File: src/rtl/crtc_vram_pkg.sv
// Shared types and constants for the CRTC VRAM arbiter slice.
package crtc_vram_pkg;

    localparam int PH_W        = $clog2(16);
    localparam int VRAM_AW_DEF = 14;

    typedef enum logic [1:0] {
        C_IDLE = 2'd0,
        C_PEND = 2'd1,
        C_WAIT = 2'd2,
        C_DONE = 2'd3
    } cpu_state_e;

endpackage

File: src/rtl/crtc_slot_timer.sv
// Free-running character-phase counter with slot-0 and last-phase decodes.
module crtc_slot_timer
    import crtc_vram_pkg::*;
#(
    parameter int PHASES = 4
)(
    input  logic            clk,
    input  logic            rst,
    output logic [PH_W-1:0] o_ph,
    output logic            o_slot0,
    output logic            o_last
);

    localparam logic [PH_W-1:0] PH_LAST = PH_W'(PHASES - 1);

    logic [PH_W-1:0] ph_q, ph_d;

    always_comb begin
        ph_d = (ph_q == PH_LAST) ? '0 : ph_q + PH_W'(1);
    end

    always_ff @(posedge clk or posedge rst) begin
        if (rst) begin
            ph_q <= '0;
        end else begin
            ph_q <= ph_d;
        end
    end

    assign o_ph    = ph_q;
    assign o_slot0 = (ph_q == '0);
    assign o_last  = (ph_q == PH_LAST);

endmodule

File: src/rtl/crtc_vram_arb.sv
// VRAM arbiter and character-slot sequencer: phase 0 feeds the display, other phases serve the CPU.
// Build macro CRTC_VRAM_ARB_BLANK_ONLY_EN restricts CPU access to blanking periods.
module crtc_vram_arb
    import crtc_vram_pkg::*;
#(
    parameter int PHASES = 4,
    parameter int AW     = VRAM_AW_DEF
)(
    input  logic            I_CLK,
    input  logic            I_RST,
    output logic            O_CCLK_EN,
    input  logic [AW-1:0]   I_MA,
    input  logic            I_DISPTMG,
    output logic [7:0]      O_VID_DATA,
    output logic            O_VID_VLD,
    input  logic            I_CPU_REQ,
    input  logic            I_CPU_WE,
    input  logic [AW-1:0]   I_CPU_ADDR,
    input  logic [7:0]      I_CPU_DO,
    output logic [7:0]      O_CPU_DI,
    output logic            O_CPU_ACK,
    output logic            O_RAM_CS,
    output logic            O_RAM_WE,
    output logic [AW-1:0]   O_RAM_ADDR,
    output logic [7:0]      O_RAM_DI,
    input  logic [7:0]      I_RAM_DO,
    output cpu_state_e      O_DBG_STATE,
    output logic [PH_W-1:0] O_DBG_PH
);

    // CPU handshake (4-phase): REQ rises with WE/ADDR/DO stable and holds until ACK;
    // ACK holds until REQ falls; a new REQ may rise the cycle after ACK falls.

    cpu_state_e    state_q, state_d;
    logic          cpu_we_q, cpu_we_d;
    logic [AW-1:0] cpu_addr_q, cpu_addr_d;
    logic [7:0]    cpu_do_q, cpu_do_d;
    logic [7:0]    cpu_di_q, cpu_di_d;
    logic          vid_pend_q, vid_pend_d;
    logic          vid_vld_q, vid_vld_d;
    logic [7:0]    vid_data_q, vid_data_d;

    logic slot0, vid_slot, free_ph, cpu_grant;

    crtc_slot_timer #(.PHASES(PHASES)) u_slot_timer (
        .clk     (I_CLK),
        .rst     (I_RST),
        .o_ph    (O_DBG_PH),
        .o_slot0 (slot0),
        .o_last  (O_CCLK_EN)
    );

    assign vid_slot = slot0 & I_DISPTMG;

`ifdef CRTC_VRAM_ARB_BLANK_ONLY_EN
    // Display state is held from the last phase 0 so mid-character changes are ignored.
    logic disp_q, disp_d;

    always_comb begin
        disp_d = slot0 ? I_DISPTMG : disp_q;
    end

    always_ff @(posedge I_CLK or posedge I_RST) begin
        if (I_RST) begin
            disp_q <= 1'b0;
        end else begin
            disp_q <= disp_d;
        end
    end

    assign free_ph = slot0 ? ~I_DISPTMG : ~disp_q;
`else
    assign free_ph = ~vid_slot;
`endif

    always_ff @(posedge I_CLK or posedge I_RST) begin
        if (I_RST) begin
            state_q <= C_IDLE;
        end else begin
            state_q <= state_d;
        end
    end

    always_comb begin
        state_d = state_q;
        case (state_q)
            C_IDLE:  if (I_CPU_REQ) state_d = C_PEND;
            C_PEND:  if (cpu_grant) state_d = C_WAIT;
            C_WAIT:  state_d = C_DONE;
            C_DONE:  if (!I_CPU_REQ) state_d = C_IDLE;
            default: state_d = C_IDLE;
        endcase
    end

    // Video owns phase 0 during display; the pending CPU access takes any other free phase.
    always_comb begin
        cpu_grant  = 1'b0;
        O_RAM_CS   = 1'b0;
        O_RAM_WE   = 1'b0;
        O_RAM_ADDR = '0;
        O_RAM_DI   = 8'h00;
        O_CPU_ACK  = (state_q == C_DONE);
        if (vid_slot) begin
            O_RAM_CS   = 1'b1;
            O_RAM_ADDR = I_MA;
        end else if ((state_q == C_PEND) && free_ph) begin
            cpu_grant  = 1'b1;
            O_RAM_CS   = 1'b1;
            O_RAM_WE   = cpu_we_q;
            O_RAM_ADDR = cpu_addr_q;
            O_RAM_DI   = cpu_we_q ? cpu_do_q : 8'h00;
        end
    end

    always_comb begin
        cpu_we_d   = cpu_we_q;
        cpu_addr_d = cpu_addr_q;
        cpu_do_d   = cpu_do_q;
        if ((state_q == C_IDLE) && I_CPU_REQ) begin
            cpu_we_d   = I_CPU_WE;
            cpu_addr_d = I_CPU_ADDR;
            cpu_do_d   = I_CPU_DO;
        end
        cpu_di_d   = ((state_q == C_WAIT) && !cpu_we_q) ? I_RAM_DO : cpu_di_q;
        vid_pend_d = vid_slot;
        vid_vld_d  = vid_pend_q;
        vid_data_d = vid_pend_q ? I_RAM_DO : vid_data_q;
    end

    always_ff @(posedge I_CLK or posedge I_RST) begin
        if (I_RST) begin
            cpu_we_q   <= 1'b0;
            cpu_addr_q <= '0;
            cpu_do_q   <= 8'h00;
            cpu_di_q   <= 8'h00;
            vid_pend_q <= 1'b0;
            vid_vld_q  <= 1'b0;
            vid_data_q <= 8'h00;
        end else begin
            cpu_we_q   <= cpu_we_d;
            cpu_addr_q <= cpu_addr_d;
            cpu_do_q   <= cpu_do_d;
            cpu_di_q   <= cpu_di_d;
            vid_pend_q <= vid_pend_d;
            vid_vld_q  <= vid_vld_d;
            vid_data_q <= vid_data_d;
        end
    end

    assign O_CPU_DI    = cpu_di_q;
    assign O_VID_DATA  = vid_data_q;
    assign O_VID_VLD   = vid_vld_q;
    assign O_DBG_STATE = state_q;

endmodule

File: config.mk
export PLATFORM = sky130hd
export DESIGN_NAME = crtc_vram_arb
export DESIGN_NICKNAME = d
export VERILOG_FILES = /design/src/rtl/crtc_vram_pkg.sv /design/src/rtl/crtc_slot_timer.sv /design/src/rtl/crtc_vram_arb.sv
export SDC_FILE = /design/constraint.sdc
export NUM_CORES = 1
export LEC_CHECK = 0
export BUFFER_PORTS_ARGS = -buffer_cell sky130_fd_sc_hd__buf_2
export CAP_MARGIN = 20
export CORE_UTILIZATION = 46
export DETAILED_ROUTE_END_ITERATION = 8
export GPL_TIMING_DRIVEN = 0
export MAX_ROUTING_LAYER = met4
export PLACE_DENSITY = 0.81
export SKIP_CTS_REPAIR_TIMING = 1
export SLEW_MARGIN = 20
export SYNTH_ARGS = -nofsm -noshare
export SYNTH_HDL_FRONTEND = slang
export SYNTH_SLANG_ARGS = --single-unit
File: constraint.sdc
create_clock -name I_CLK -period 1.65 [get_ports I_CLK]
set_input_delay 0.2475 -clock I_CLK [delete_from_list [all_inputs] [get_ports I_CLK]]
set_output_delay 0.2475 -clock I_CLK [all_outputs]
set_load 0.01 [all_outputs]
==> flow_summary.toml, run 1 <==
[final_layout]
fin_cells = 346
fillers = 344
final_nets = 348
drive_above_1_share = 0.653
area_delta_synth_final_pct = 43.8
diodes = 0

[power_and_ir_drop]
p_switching_uw = 1480
seqPwrFrac = 0.406
clkPwrFrac = 0.148
ir_drop_mv = 0.805
sw_frac_of_total = 0.331
p_per_area_nw_per_um2 = 1480
p_comb_frac = 0.446
intPower_uw = 3000
cellLeakagePower_uw = 0.00154

[placement]
place.port_buffers = 97
place_hpwl_mm = 3.32
gp_congestion = 0.746
dp_slack_ns = -0.145
place_inst = 323

[setup_path]
cp-start-kind = "flip-flop"
arrival_ns = 1.71
crit_path_max_fanout = 7
end_kind = "primary output"
worstPathRequired_ns = 1.40
crit_type = "flip-flop to primary output"

[synth]
yosysWarnings = 0
syn-mean-instance-area_sq_um = 12.2
netlist_area_sq_um = 2110
synthCells = 173
yosysSeqAreaShare = 0.557
synth_top_area_cell = "dfrtp_1"
synth-seq-cells = 47
synth_ff_type = "dfrtp_1"
async_reset_ff_frac = 1.00
yosysTopAreaCellShare = 0.557
synth_cell_types = 20
synth.top_cells.by_area = "dfrtp_1, mux2_2, nand2_1"
synth_edf_count = 0
syn_nets = 228

[clock_network]
ctsHtreeMaxLevel = 2
cts.clk_slew.worst_paths_ns = 0.09
cts.path.max_buffers = 2
cts_made_buffers = 5
cts.sinks = 47
insertion_delay_ns = 0.29
root_buffer = "clkbuf_8"
cts_tree = "built"

[drt]
vias = 1742
drtPass1Iterations = 4
drcViolationCount = 0
wire_per_inst_um = 14.4
via_per_inst = 5.03
ant_nets = 0
route.final.wire_length_mm = 4.98
drt-initial-drc-count = 48

[sta]
fin_crit_ns = 1.95
slew-limit-headroom = 0.677
clock.fmax_mhz = 512
hold_viol = 0
drv_slew = 0
grt_setup_unrepaired = "true"
finalCritPeriodShare = 1.18
worstMarginPinSlew_ns = 0.484
setup_slack_ns = -0.305
setup_violations = 26
worst_clock_skew_ns = 0.00942

[global_route]
grt_max_degree = 29
antenna_found_initial = 0
grt.total_usage = 0.195
overflow = 0
grt_pass1_wl_mm = 7.33
grt_pass1_vias = 1704

[floorplan]
row_count = 24
initial_core_util = 0.482
die_h_um = 69.8
pin_count = 98
die_width_um = 69.8
fp.dieArea_sq_um = 4870
core_area_sq_um = 4380

[run_status]
violations = "setup timing"
status = "finished, violations left"

[flow_run]
maxCapViolCount = 0

[hold_path]
hold_path_class = "input port to flip-flop"
-- area by class of cell --
cell class              count  area [sq um]  share of cell area
clock buffers               7          76.3              0.0251
plain buffers               9          87.6              0.0288
clock inverters             1          5.00             0.00165
well taps                  52          65.1              0.0214
repair buffers            112           639               0.211
inverters                   5          18.8             0.00618
multi-input cells         113           968               0.319
flip-flops and latches     47          1180               0.387
-- worst paths after layout --
| check | cells past startpoint | slack (ns) | startpoint | to |
|---|---|---|---|---|
| setup / recovery | 7 | -0.30 | u_slot_timer.o_ph[0] | O_RAM_DI[2] |
| hold / removal | 2 | 0.18 | I_CPU_ADDR[4] | cpu_addr_q[4] |
| setup reg to reg | 6 | -0.06 | u_slot_timer.o_ph[0] | O_DBG_STATE[1] |
| hold reg to reg | 0 | 0.38 | vid_pend_q | O_VID_VLD |
| max in group asynchronous | 4 | 0.65 | I_RST | O_VID_VLD |
| min in group asynchronous | 3 | 0.50 | I_RST | cpu_do_q[1] |
-- critical path, stage by stage (launching register included) --
cell and delay [ns]:
dfrtp_1 0.41, inv_2 0.08, ha_4 0.12, and4bb_4 0.33, buf_6 0.14, nor2_4 0.05, and2_1 0.15, buf_2 0.13
-- cell usage after synthesis (2+ instances only) --
library cell and count:
dfrtp_1 47, mux2_2 39, nand2_1 31, o21ai_0 14, and2_1 8, buf_2 6
ha_1 6, inv_1 5, clkbuf_1 3, nor2_1 3, mux2i_1 2
-- state kept, by name (all words and copies together) (netlist names) --
signal / cells
cpu_addr_q: 14
O_CPU_DI: 8
O_VID_DATA: 8
cpu_do_q: 8
u_slot_timer.o_ph: 4
O_DBG_STATE: 2
O_VID_VLD: 1
cpu_we_q: 1
vid_pend_q: 1
-- power groups by stage --
stage | Clock, uW | Sequential (uW) | Combinational (uW)
6_report | 664 | 1820 | 2000
5_1_grt | 729 | 1880 | 2160
4_1_cts | 679 | 1810 | 1700
3_5_place_dp | 0 | 1840 | 1700
3_3_place_gp | 0 | 1800 | 1640
2_1_floorplan | 0 | 1860 | 1070
-- stage by stage --
step	area [sq um]	TNS, ns	hold slack (ns)	util	total power [uW]
after global routing	3040	-8.01	0.175	0.693	4770
after global placement	2670	-17.69	0.358	0.608	3440
final	3040	-6.21	0.177	0.693	4480
after detailed placement	2690	-3.26	0.278	0.613	3540
after CTS	2770	-11.40	-0.0400	0.631	4200
after floorplan	2120	0	0.352	-	2920
-- cell usage in the layout, fill, tap and decap left out --
cell and n:
mux2_4 1, nand2b_1 1, buf_6 12, ha_4 1
and4bb_4 1, and2_1 5, nand2_4 1, buf_12 1
nor2_1 2, nor3b_4 1, clkbuf_1 3, clkbuf_8 5
ha_1 4, nand2_1 18, nand3_1 1, dlygate4sd3_1 1
nor2_4 1, clkinv_2 1, and2_4 3, inv_1 3
a221oi_4 1, ha_2 1, mux2i_1 2, nand2_2 12
or2_2 1, buf_4 11, nor2b_1 1, o21ai_1 13
o21ai_2 1, dfrtp_1 47, xnor2_1 1, buf_2 95
mux2_2 39, inv_2 2, nor2_2 1
-- cells by family (layout without fill, tap and decap cells) --
family,Yosys count,count (layout),synth area share
buffers and inverters,14,134,0.0284
muxes,42,42,0.223
AOI/OAI and AO/OA,15,15,0.0456
DFF,47,47,0.557
and+or+nand+nor,48,49,0.107
xor gates and xnor gates,1,1,0.00415
adders and majority gates,6,6,0.0355
-- routing by layer --
metal | track usage | part of all wire | wire length [um] | up-vias
li1 | - | - | - | 818
met1 | 0.221 | 0.40 | 1970 | 843
met2 | 0.340 | 0.52 | 2610 | 72
met3 | 0.0494 | 0.064 | 320 | 9
met4 | 0.0556 | 0.015 | 76 | 0
met5 | - | 0 | 0 | -
Power figures use the tool's default switching activity.
==> inputs of run 2 (changes only) <==
- PLACE_DENSITY: 0.81 -> 0.88
- SLEW_MARGIN: 20 -> not set
==> run 2 against run 1 <==
  * The run ends with hold timing, setup timing left
  * Sequential power about the same
  * Critical path type unchanged
  * Highest routed layer unchanged
  * Setup slack gained 0.026 ns
  * Clock skew shrank 0.0021 ns
  * Critical endpoint is now O_RAM_DI[6]
  * First-iteration DRC count increased by 56%
==> flow_summary.toml, run 2 (synthesis results as in run 1) <==
[run_status]
status = "finished, violations left"
violations = "hold timing, setup timing"

[floorplan]
fp.dieArea_sq_um = 4870
row_count = 24
initial_core_util = 0.482
pin_count = 98
die_width_um = 69.8
die_h_um = 69.8
core_area_sq_um = 4380

[global_route]
grt.total_usage = 0.198
grt_pass1_vias = 1737
grt_max_degree = 25
overflow = 0
antenna_found_initial = 0
grt_pass1_wl_mm = 7.47

[sta]
clock.fmax_mhz = 518
fin_tns_setup_ns = -5.99
setup_violations = 26
grt_setup_unrepaired = "true"
finalCritPeriodShare = 1.17
worst_clock_skew_ns = 0.00735
hold_viol = 23
holdWs_ns = -0.0208
worstMarginPinSlew_ns = 0.539
drv_slew = 0
fin_crit_ns = 1.93
slew-limit-headroom = 0.640
setup_slack_ns = -0.279

[drt]
ant_nets = 0
drt-initial-drc-count = 75
drtPass1Iterations = 3
via_per_inst = 4.98
drcViolationCount = 0
wire_per_inst_um = 14.5
vias = 1729
route.final.wire_length_mm = 5.02

[power_and_ir_drop]
ir_drop_mv = 0.756
p_per_area_nw_per_um2 = 1530
power_uw = 4890
cellLeakagePower_uw = 0.00160

[final_layout]
multi_input_area_sq_um = 1000
regMostFlops = "cpu_addr_q"
diodes = 0
final_common_cell = "buf_2"
area_delta_synth_final_pct = 51.2
register_area_sq_um = 1180
layout_common_cells = "buf_2, dfrtp_1, mux2_2"
fin_cells = 347
drive_above_1_share = 0.671
fillers = 326
largest_reg_flops = 14
final_nets = 349

[clock_network]
root_buffer = "clkbuf_8"
cts_made_buffers = 5
insertion_delay_ns = 0.30
cts.path.max_buffers = 2
ctsHtreeMaxLevel = 2
cts.sinks = 47
cts.clk_slew.worst_paths_ns = 0.09
cts_tree = "built"

[placement]
gp_congestion = 0.708
dp_slack_ns = -0.180
place.port_buffers = 97
place_hpwl_mm = 3.29
place_inst = 323

[setup_path]
worstPathRequired_ns = 1.40
cp-start-kind = "flip-flop"
end_kind = "primary output"
startpoint = "u_slot_timer.o_ph[0]"
rr_startpoint = "u_slot_timer.o_ph[0]"
crit_path_max_fanout = 5
reg2reg_slack_ns = -0.05
arrival_ns = 1.68
crit_type = "flip-flop to primary output"

[hold_path]
hold_path_class = "input port to async pin"

[flow_run]
maxCapViolCount = 0
run 2: cell count changes in the layout (fill, tap and decap cells not counted), sizes merged:
cell         change
clkinvlp         +1
and4bb           +1
buf              -1
bufinv           +2
dlygate4sd3      -1
clkinv           -1
run 2: area by class of cell:
type	instances	share of cell area
clock buffers	5	0.0216
well taps	52	0.0204
inverters	5	0.00588
multi-input cells	114	0.313
flip-flops and latches	47	0.369
clock inverters	3	0.0212
repair buffers	112	0.219
plain buffers	9	0.0306
run 2: critical path, cell delays in order, from the launching register on:
cell	delay [ns]
dfrtp_2	0.41
inv_2	0.06
ha_4	0.16
and4bb_4	0.23
buf_6	0.13
nor2_4	0.14
and2_4	0.17
buf_6	0.09
run 2: path summary, 6_finish.rpt:
path                             endpoint  cells past startpoint
max                           O_RAM_DI[6]                      7
min                         O_VID_DATA[3]                      2
max reg2reg                O_DBG_STATE[1]                      6
min reg2reg                     O_VID_VLD                      0
max in group asynchronous   cpu_addr_q[6]                      3
min in group I_CLK            cpu_do_q[7]                      2
run 2: routing by layer:
| metal | up-vias | routed length [um] | global-route usage |
|---|---|---|---|
| met5 | - | 0 | - |
| met4 | 0 | 48 | 0.0600 |
| met1 | 833 | 2190 | 0.236 |
| li1 | 824 | - | - |
| met3 | 6 | 262 | 0.0392 |
| met2 | 66 | 2520 | 0.340 |
run 2: where the power goes:
group          total, uW  internal (uW)  switching (uW)
Combinational       2070           1170             897
Clock                994            604             390
Sequential          1820           1590             231
run 2: per-stage QoR:
step / utilization / hold slack [ns] / cell area [sq um]
floorplan: - / 0.352 / 2120
global placement: 0.608 / 0.355 / 2670
detailed placement: 0.613 / 0.319 / 2690
CTS: 0.644 / -0.00756 / 2820
global route: 0.728 / 0.00965 / 3190
finish: 0.728 / -0.0208 / 3190
==> inputs of run 3 (changes only) <==
- CORE_ASPECT_RATIO: not set -> 0.6
- SETUP_SLACK_MARGIN: not set -> 0.1
==> run 3 against run 2 <==
  * Via count down 0.40%
  * Final cell count up 1.2%
  * Register-to-register slack worse by 0.04 ns
  * Clock power decreased by 14%
  * Maximum frequency fell by 3.4%
  * Count of clock-buffer cells in the layout grew 1
  * Non-clock buffer count down 3
  * The run ends with setup timing left
  * Critical path type unchanged
  * Sequential power barely moved
  * Combinational power shrank 2%
==> flow_summary.toml, run 3 (synthesis results as in run 1) <==
[setup_path]
end_kind = "primary output"
crit_path_max_fanout = 10
crit_family = "flip-flops"
crit_chain = "inv_1 > ha_2 > and4bb_4 > buf_6 > nand2_1 > o21ai_0 > buf_2"
max_stage_delay_ns = 0.42
rr_startpoint = "u_slot_timer.o_ph[1]"
r2r_cells = 6
cp-endpoint = "O_RAM_ADDR[3]"
reg2reg_slack_ns = -0.09
crit_path_top_delay_cell = "dfrtp_1"
worstPathRequired_ns = 1.40
reg2reg_to = "O_DBG_STATE[1]"
crit_type = "flip-flop to primary output"
worst-path-buf-inv = 3
cp-start-kind = "flip-flop"
startpoint = "u_slot_timer.o_ph[1]"
cp.depth = 7
arrival_ns = 1.75

[final_layout]
regMostFlops = "cpu_addr_q"
register_area_sq_um = 1180
final_common_cell = "buf_2"
final_nets = 345
largest_reg_flops = 14
multi_input_area_sq_um = 937
area_delta_synth_final_pct = 44.5
finalInstanceArea_sq_um = 3050
drive_above_1_share = 0.615
layout_common_cells = "buf_2, dfrtp_1, mux2_2"
fillers = 313
diodes = 0
fin_util = 0.717

[floorplan]
fp.dieArea_sq_um = 4880
core_area_sq_um = 4260
row_count = 18
pin_count = 98
die_h_um = 54.5
die_width_um = 89.5
initial_core_util = 0.496

[clock_network]
cts.path.max_buffers = 2
insertion_delay_ns = 0.29
cts_tree = "built"
cts.clk_slew.worst_paths_ns = 0.08
ctsHtreeMaxLevel = 2
cts_made_buffers = 5
cts.sinks = 47
root_buffer = "clkbuf_8"

[placement]
gp_congestion = 0.771
place.port_buffers = 97
place_hpwl_mm = 3.75
dpl-instance-area_sq_um = 2710

[power_and_ir_drop]
p_per_area_nw_per_um2 = 1540
power_uw = 4720
p_switching_uw = 1510
ir_drop_mv = 1.00
intPower_uw = 3210
seqPwrFrac = 0.389
cellLeakagePower_uw = 0.00153
clkPwrFrac = 0.181
p_comb_frac = 0.430
sw_frac_of_total = 0.320

[sta]
fin_tns_setup_ns = -7.37
worst_clock_skew_ns = 0.00513
setup_slack_ns = -0.347
grt_setup_unrepaired = "true"
clock.fmax_mhz = 501
fin_crit_ns = 2.00
drv_slew = 0
slew-limit-headroom = 0.695
hold_viol = 0
worstMarginPinSlew_ns = 0.458
setup_violations = 26
holdWs_ns = 0.180
finalCritPeriodShare = 1.21

[drt]
dr_wl_met3_um = 265
wire_per_inst_um = 15.1
drt-initial-drc-count = 40
via_per_inst = 4.91
ant_nets = 0
drcViolationCount = 0
wl_met1_mm = 2.36
route.final.wire_length_mm = 5.31
highest_layer = "met4"
drtPass1Iterations = 4
vias = 1722
wl_met2_mm = 2.66

[global_route]
grt_pass1_wl_mm = 7.29
antenna_found_initial = 0
grt_max_degree = 32
grt_pass1_vias = 1582
overflow = 0
grt.total_usage = 0.217

[run_status]
violations = "setup timing"
status = "finished, violations left"

[hold_path]
hold_path_class = "input port to flip-flop"

[flow_run]
maxCapViolCount = 0
==> run 3: cell types whose count changed in the layout (fill, tap and decap cells not counted), moves of 5 or more <==
cell / previous run / this run
buf_6: 15 / 9
nand2_1: 21 / 29
nand2_2: 8 / 1
o21ai_0: 1 / 9
o21ai_1: 10 / 5
==> run 3: routing by layer <==
layer / global-route usage / vias to the layer above
met5: - / -
met4: 0.0556 / 0
met3: 0.0543 / 3
met2: 0.355 / 54
met1: 0.276 / 848
li1: - / 817
==> run 3: worst min path at each step <==
stage	slack, ns	endpoint	cells past startpoint	startpoint
final	0.18	cpu_we_q	2	I_CPU_WE
after detailed placement	0.25	O_VID_DATA[6]	2	I_RST
after CTS	-0.07	O_VID_DATA[6]	2	I_RST
after global placement	0.35	O_VID_VLD	0	vid_pend_q
after floorplan	0.35	O_VID_VLD	0	vid_pend_q
after global routing	0.18	cpu_addr_q[2]	2	I_CPU_ADDR[2]
==> run 3: power by group through the flow <==
stage | clock [uW] | combinational [uW] | sequential, uW
2_1_floorplan | 0 | 1070 | 1860
3_3_place_gp | 0 | 1660 | 1810
3_5_place_dp | 0 | 1730 | 1840
4_1_cts | 873 | 1730 | 1820
5_1_grt | 912 | 2230 | 1890
6_report | 853 | 2030 | 1830
==> run 3: per-stage QoR <==
step           std cells  setup slack [ns]
4_1_cts              339            -0.509
3_5_place_dp         331            -0.165
3_3_place_gp         330            -0.271
6_report             351            -0.347
2_1_floorplan        173            0.0557
5_1_grt              351            -0.426
==> run 3: final cells by class <==
type / instances / share of cell area
Clock inverter: 2 / 0.0115
Clock buffer: 6 / 0.0270
Timing Repair Buffer: 109 / 0.208
Tap cell: 60 / 0.0246
Buffer: 9 / 0.0307
Inverter: 5 / 0.00615
Sequential cell: 47 / 0.385
Multi-Input combinational cell: 113 / 0.307
